<file path="config.mk">
export PLATFORM = sky130hd
export DESIGN_NAME = mem_write_arbiter
export DESIGN_NICKNAME = d
export VERILOG_FILES = /design/src/rtl/mem_write_arbiter.sv
export SDC_FILE = /design/constraint.sdc
export NUM_CORES = 1
export LEC_CHECK = 0
export BUFFER_PORTS_ARGS = -buffer_cell sky130_fd_sc_hd__buf_2
export CAP_MARGIN = 15
export CORE_AREA = 3 3 131 133
export DETAILED_ROUTE_END_ITERATION = 12
export DIE_AREA = 0 0 134 136
export GPL_TIMING_DRIVEN = 0
export PLACE_DENSITY = 0.66
export SYNTH_ARGS = -nofsm -noshare
export SYNTH_HDL_FRONTEND = slang
export SYNTH_SLANG_ARGS = --single-unit
</file>
<file path="constraint.sdc">
create_clock -name clk -period 2.1 [get_ports clk]
set_input_delay 0 -clock clk [delete_from_list [all_inputs] [get_ports clk]]
set_output_delay 0 -clock clk [all_outputs]
set_load 0.03 [all_outputs]
</file>
<file path="src/rtl/mem_write_arbiter.sv">
// Round-robin arbiter sharing one single-beat go/ready write master
// between NUM_REQ requesters; one go pulse and one ack per write.
module mem_write_arbiter #(
    parameter int NUM_REQ        = 4,
    parameter int ADDR_W         = 32,
    parameter int DATA_W         = 32,
    parameter int TIMEOUT_CYCLES = 1024
) (
    input  logic                      clk,
    input  logic                      resetn,
    input  logic [NUM_REQ-1:0]        req,
    input  logic [NUM_REQ*ADDR_W-1:0] req_addr,
    input  logic [NUM_REQ*DATA_W-1:0] req_data,
    output logic [NUM_REQ-1:0]        ack,
    output logic                      m_go,
    output logic [ADDR_W-1:0]         m_addr,
    output logic [DATA_W-1:0]         m_data,
    input  logic                      m_ready,
    output logic [NUM_REQ-1:0]        grant,
    output logic                      busy,
    output logic                      timeout_err
);

    localparam int IW = $clog2(NUM_REQ);
    localparam int CW = $clog2(TIMEOUT_CYCLES + 1);

    typedef enum logic [1:0] {IDLE, ISSUE, BUSY} state_t;

    state_t              state, state_n;
    logic [IW-1:0]       last, last_n;
    logic [IW-1:0]       win, win_n;
    logic [IW-1:0]       pick, cand;
    logic                found;
    logic [CW-1:0]       cnt, cnt_n;
    logic [NUM_REQ-1:0]  ack_n, grant_n;
    logic                go_n, busy_n, err_n;
    logic [ADDR_W-1:0]   addr_n;
    logic [DATA_W-1:0]   data_n;

    // Search starts just after the last completed winner
    always_comb begin
        pick  = '0;
        cand  = '0;
        found = 1'b0;
        for (int k = 1; k <= NUM_REQ; k++) begin
            cand = IW'((int'(last) + k) % NUM_REQ);
            if (!found && req[cand]) begin
                found = 1'b1;
                pick  = cand;
            end
        end
    end

    always_ff @(posedge clk) begin
        if (!resetn) begin
            state       <= IDLE;
            last        <= IW'(NUM_REQ - 1);
            win         <= '0;
            cnt         <= '0;
            ack         <= '0;
            m_go        <= 1'b0;
            m_addr      <= '0;
            m_data      <= '0;
            grant       <= '0;
            busy        <= 1'b0;
            timeout_err <= 1'b0;
        end else begin
            state       <= state_n;
            last        <= last_n;
            win         <= win_n;
            cnt         <= cnt_n;
            ack         <= ack_n;
            m_go        <= go_n;
            m_addr      <= addr_n;
            m_data      <= data_n;
            grant       <= grant_n;
            busy        <= busy_n;
            timeout_err <= err_n;
        end
    end

    always_comb begin
        state_n = state;
        unique case (state)
            IDLE:    if (m_ready && found) state_n = ISSUE;
            ISSUE:   state_n = BUSY;
            BUSY:    if (m_ready) state_n = IDLE;
            default: state_n = IDLE;
        endcase
    end

    always_comb begin
        ack_n   = '0;
        go_n    = 1'b0;
        addr_n  = m_addr;
        data_n  = m_data;
        grant_n = grant;
        busy_n  = busy;
        err_n   = timeout_err;
        last_n  = last;
        win_n   = win;
        cnt_n   = cnt;
        unique case (state)
            IDLE: begin
                grant_n = '0;
                busy_n  = 1'b0;
                if (m_ready && found) begin
                    go_n    = 1'b1;
                    win_n   = pick;
                    addr_n  = req_addr[int'(pick)*ADDR_W +: ADDR_W];
                    data_n  = req_data[int'(pick)*DATA_W +: DATA_W];
                    grant_n = NUM_REQ'(1) << pick;
                    busy_n  = 1'b1;
                end
            end
            ISSUE: cnt_n = '0;
            BUSY: begin
                if (m_ready) begin
                    ack_n[win] = 1'b1;
                    grant_n    = '0;
                    busy_n     = 1'b0;
                    last_n     = win;
                end else if (cnt != CW'(TIMEOUT_CYCLES)) begin
                    cnt_n = cnt + 1'b1;
                end
                if (cnt_n == CW'(TIMEOUT_CYCLES)) err_n = 1'b1;
            end
            default: ;
        endcase
    end

endmodule

</file>
After elaboration in Yosys (flattened, before gate mapping):

Cells that the tools add are included.

* add/subtract/negate cells: 5
* $mul: 0
* div/mod/pow operators: 0
* $lt $le $gt $ge: 6
* eq/ne operators: 6
* shifts and indexed selects: 3
* multiplexer cells: 31
* bitwise gates (word level): 0
* reduce and logical (&&, ||, !) cells: 18

Operator list (count)
* indexed part select 128 x 8 -> 32 bit: 2
* two-way mux 11 bit: 3
* case mux 11 bit (2 select lines): 1
* < comparator 2 x 3 -> 1 bit, second input constant: 5
* two-way mux 2 bit: 6
* AND reduction 2 bit: 6
* adder 11 x 1 -> 11 bit, second input constant: 1
* == test 11 bit, second input constant: 1
* two-way mux 1 bit: 11
* != test 11 bit, second input constant: 1
* binary-select mux 1 bit (select 2 bit): 4
* two-way mux 4 bit: 2
* case mux 4 bit (2 select lines): 1
* case mux 2 bit (3 select lines): 1
* logical AND 1 bit: 5
* adder 2 x 1 -> 2 bit, second input constant: 2
* adder 2 bit, second input constant: 2
* != test 2 bit, second input constant: 2
* nonzero test 2 bit: 2
* left shift 1 x 2 -> 4 bit, first input constant: 1
* logical NOT 1 bit: 3
* AND reduction 3 bit: 1
* demux 1 bit (select 2 bit): 1
* == test 2 x 1 -> 1 bit, second input constant: 1
* 4 further kinds: 4

* register bits after elaboration: 92
* bits in latches: 0
* bits in writable memories: 0
* ROM bits: 0
* bits of input ports: 263
* word-level logic and storage cells: 80
* memories: 0

Depth between registers and ports, before layout:

* depth after elaboration: 16
* gate-level depth with buffers: 8

Worst setup path after synthesis:

No wires, ideal clock.

* path kind: flip-flop to flip-flop
* start: reg cnt[0]
* end: reg cnt[10]
* arrival: 1.662 ns
* data required time: 1.983 ns
* setup slack: 0.320 ns
* cell stages (with the launch flop): 7
* buffers on the path: 0
* clock period less this slack: 1.780 ns
* cell sequence: dfxtp_1 -> ha_1 -> nand4b_1 -> nor3_1 -> and3_1 -> mux2_2 -> a32o_1

* cells in the longest elaborated chain, start to end: 5
* elaborated cells between the ends (all ways): 6
* classes of those cells: add/sub (1); eq/ne (1); mux (4)

Ends and longest elaborated chain
* start, declared: RTL line 34 `logic [CW-1:0] cnt, cnt_n;`
* start signal, assigned: RTL line 71 `cnt <= cnt_n;`
* adder 11 x 1 -> 11 bit / != test 11 bit (equally long branches): RTL line 124, 123
* two-way mux 11 bit (*): RTL line 123 `end else if (cnt != CW'(TIMEOUT_CYCLES)) begin`
* two-way mux 11 bit (*): RTL line 118 `if (m_ready) begin`
* two-way mux 11 bit (*): RTL line 103 `unique case (state)`
* case mux 11 bit (2 select lines) (*): RTL line 103

Mark *: on every way between the ends. The rest lies on a longest branch, timed or not. The select of a mux whose other input is x is not followed.
A chain may end at the register's enable or synchronous reset.

Worst setup path after layout:

* start: reg last[0]
* end: reg m_addr[31]

* cells in the longest elaborated chain, start to end: 15
* elaborated cells between the ends (all ways): 29
* classes of those cells: add/sub (4); shift (1); mux (16); reduce/logical (8)

Ends and longest elaborated chain
* start, declared: RTL line 30 `logic [IW-1:0] last, last_n;`
* start signal, assigned: RTL line 57 `last <= IW'(NUM_REQ - 1);`
* start signal, assigned: RTL line 69 `last <= last_n;`
* branches (longest 15 deep; another with adder 2 x 1 -> 2 bit)
* end signal, assigned: RTL line 74 `m_addr <= addr_n;`
* end, declared: RTL line 16 `output logic [ADDR_W-1:0] m_addr,`

Several ways; the timed one is not identified. The select of a mux whose other input is x is not followed.

==> run summary <==
The final-report hold violation count came out at 0. The synthesized-area fraction occupied by adder cells is 1.22%. The mux cell area share after synthesis is 25.5%. The number of iterations in the first detailed-routing pass came out at 6.

The measured slew at the worst slew-check pin came out at 0.517 ns. The worst-case IR drop observed on VDD is 0.000532 V. Dividing the detail-routed wire length by the instance count gives 20.5 um. The first-pass GRT wire length is 40.6 mm. The number of post-CTS setup repair buffers is 0. The share of synthesized registers carrying an async set or reset came out at 0%. In this run the worst hold path is classified as input pin to register. The run finished with clean final reports. After Yosys synthesis, and, or, nand and nor cells account for 14.0% of the synthesized area. The I/O pin count came out at 338. The fraction of layout instances using a drive strength above 1 is 36.2%. The final count of pins violating max slew came to 0. The worst slew margin relative to its limit came out at 65.5%. The combined area of the multi-input logic cells is 3080 um2. The worst slack on hold paths is 0.00328 ns. For this run, the number of Yosys warnings is 0. The critical path contains buffers and inverters numbering 3 combined.

The combinational fraction of design power came out at 32.8%. Leaving out fill and tap cells, the most frequent cell in the layout is sky130_fd_sc_hd__buf_2. The mean instance size in the synthesized netlist came out at 9.35 um2. The clock-pin slew on the worst setup and hold paths is 0.07 ns. The placement row count is 46. For this design the static power due to leakage is 0.00438 uW. The die span in x is 134 um.

The number of vias after detailed routing came out at 7053. In the layout the commonest cells are 351 x sky130_fd_sc_hd__buf_2, 217 x sky130_fd_sc_hd__dlygate4sd3_1, 126 x sky130_fd_sc_hd__mux2i_1. The via count of the first global-routing pass came out at 7280. The number of buffers inserted by port buffering is 337. The number of enable-type register cells in the synthesized netlist came out at 0. Global routing used 28.5% of the available tracks. At the end of routability-driven placement, the weighted congestion stood at 0.930. The reported max-cap violation count is 0. The count of cell types in the netlist is 52. After synthesis, the largest family of logic cells by area is multiplexers. After detailed placement, the total cell area comes to 7070 um2. The critical path is of the register to register type.

After detailed routing, the total wire length is 27.5 mm. The most instantiated flip-flop cell in the synthesis netlist is sky130_fd_sc_hd__dfxtp_1. The area overhead of the layout relative to synthesis is 89.1%. For the worst-skew pair, the clock arrives at the later sink with an insertion delay of 0.34 ns. The floorplan die area is 18200 um2. The detailed-route vias per instance came out at 5.26.

The number of violations reported at the end of detailed-routing iteration 0 is 382. The final net count is 1380. The share of total power dissipated in the clock network is 32.8%. The net switching power came out at 1840 uW. The cell family contributing the most delay on the critical path is buffers and inverters. For this configuration, the core starts out at a cell density of 32.1%.

The number of design rule violations left after detail routing is 0. The switching portion of total power came out at 31.7%. The total core area came out at 15900 um2.

The filler cell count is 1222. Setup repair after global routing could not meet its margin everywhere. After Yosys synthesis, XOR and XNOR cells account for 0.685% of the synthesized area. Global routing finished with a remaining overflow of 0. The final critical-path share of the clock period came out at 97.4%. The worst setup path is launched from a register. The deepest clock path buffer count is 2.

The die extent in y came out at 136 um. Entering global routing, the biggest net connects 15 pins. The initial antenna violation count was 9. Setup total negative slack on the finished layout was measured at 0 ns. For the finished layout, the period the worst path requires is 2.05 ns.

The clock tree skew after final layout is 0.0129 ns. The clock sink total came out at 92. The peak clock frequency supported by timing came out at 489 MHz.

The critical path goes through nor2b_1 > o31a_1 > clkbuf_1 > buf_4 > buf_4 > mux2i_1 > o221ai_1. Setup violations remaining at the end of the flow were counted as 0. Of all nets on the critical path, the largest fanout is 10.

The H-tree was split into 3 levels. Once layout is done, the placed cells without fillers occupy 9670 um2. The area taken by flip-flops and latches came out at 1850 um2. The fraction of the yosys area taken by sequential cells came out at 36.0%. The fraction of the mapped netlist area in compound gates came out at 17.8%. Synthesis produced a netlist with a net count of 815. The internal power consumption is 3960 uW. For this design the ratio of total power to cell area is 600 nW/um2. The post-route antenna net violation count came out at 0.

The HPWL after detailed placement is 17.5 mm. The worst path required time is 2.30 ns. By instance count, the cell type seen most on the critical path is sky130_fd_sc_hd__buf_4.

The combined area of all synthesized cells is 5110 um2. The synthesis-stage register bit count came out at 92. On the critical path, the stage with the largest delay is an instance of sky130_fd_sc_hd__dfxtp_1. In this run the clock root is driven by a sky130_fd_sc_hd__clkbuf_16. The worst setup path is captured at a register. The delay of the slowest cell on the worst path is 0.39 ns. The number of instances in the synthesized netlist came out at 547. The TritonCTS clock tree is built.

The CTS buffer count came out at 9. The share of power burned in registers came out at 34.4%. The data arrival time of the critical path came out at 2.25 ns.
[tightest hold or removal path: cells and delay by family]
kind            cells  cell delay, ns
compound gates      1            0.16
mux                 1            0.08
buf+inv             1            0.07
[metrics by stage]
stage	total power, uW	std cells	worst slack, ns	util [%]
final	5800	1342	0.0541	60.7
after global routing	6020	1339	-0.0655	60.6
after CTS	5740	1332	0.0120	60.2
after detailed placement	3500	1100	-0.0276	44.4
after global placement	3490	1100	-0.0271	44.4
after floorplan	2900	547	0.320	-
[worst paths after layout]
kind / start / to / slack, ns / depth (start not counted)
worst max-delay path: last[0] / m_addr[31] / 0.05 / 7
worst min-delay path: req_data[46] / m_data[14] / 0.003 / 3
worst max register to register: last[0] / m_addr[31] / 0.05 / 7
worst min register to register: timeout_err / timeout_err / 0.46 / 2
[synthesized netlist by cell type (all sizes together), types with 6 or more instances]
master	number	area, um2
mux2i	129	1290
dfxtp	92	1840
nand2	90	338
o221ai	65	569
buf	28	173
nor2	23	86.3
a21oi	16	83.8
clkbuf	12	45.0
nor3	10	61.3
o21ai	7	35.0
inv	6	22.5
[repair_timing]
item / in CTS / in global routing
setup endpoints to repair: 6 / 69
resized for setup: 4 / 16
pin swaps: 0 / 1
hold buffers: 217 / 0
hold endpoints to repair: 63 / 0
[kinds of logic after synthesis]
family | count (synthesis)
AND/OR/NAND/NOR | 155
multiplexers | 130
AO/OA/AOI/OAI | 114
flip-flops | 92
buffers and inverters | 47
adder cells (fa/ha/maj) | 5
XOR/XNOR | 4
[metal layers]
| metal | track usage (%) | share of wire, % | up-vias |
|---|---|---|---|
| li1 | - | - | 3210 |
| met1 | 33.3 | 38 | 3233 |
| met2 | 46.0 | 47 | 477 |
| met3 | 8.29 | 8.9 | 131 |
| met4 | 18.1 | 6.4 | 2 |
| met5 | 0 | 0.058 | - |
[final cells by class]
| type | count | share of cell area [%] |
|---|---|---|
| inverters | 7 | 0.272 |
| clock buffers | 11 | 2.51 |
| multi-input cells | 408 | 31.8 |
| clock inverters | 4 | 1.01 |
| flip-flops and latches | 92 | 19.1 |
| well taps | 216 | 2.79 |
| diodes | 10 | 0.259 |
| plain buffers | 40 | 2.33 |
| repair buffers | 554 | 39.9 |
[flip-flops by register name, indices dropped and copies added (netlist names)]
register / cells
ack: 4
timeout_err: 1
win: 2
grant: 4
last: 2
cnt: 11
m_go: 1
m_addr: 32
m_data: 32
busy: 1
state: 2
[power by group through the flow]
stage	Clock [uW]	Sequential, uW	Combinational [uW]
2_1_floorplan	0	2300	599
3_3_place_gp	0	2010	1480
3_5_place_dp	0	2020	1480
4_1_cts	1940	1980	1820
5_1_grt	1990	2010	2010
6_report	1900	2000	1900
No activity file was read; power rests on OpenSTA's default activity.
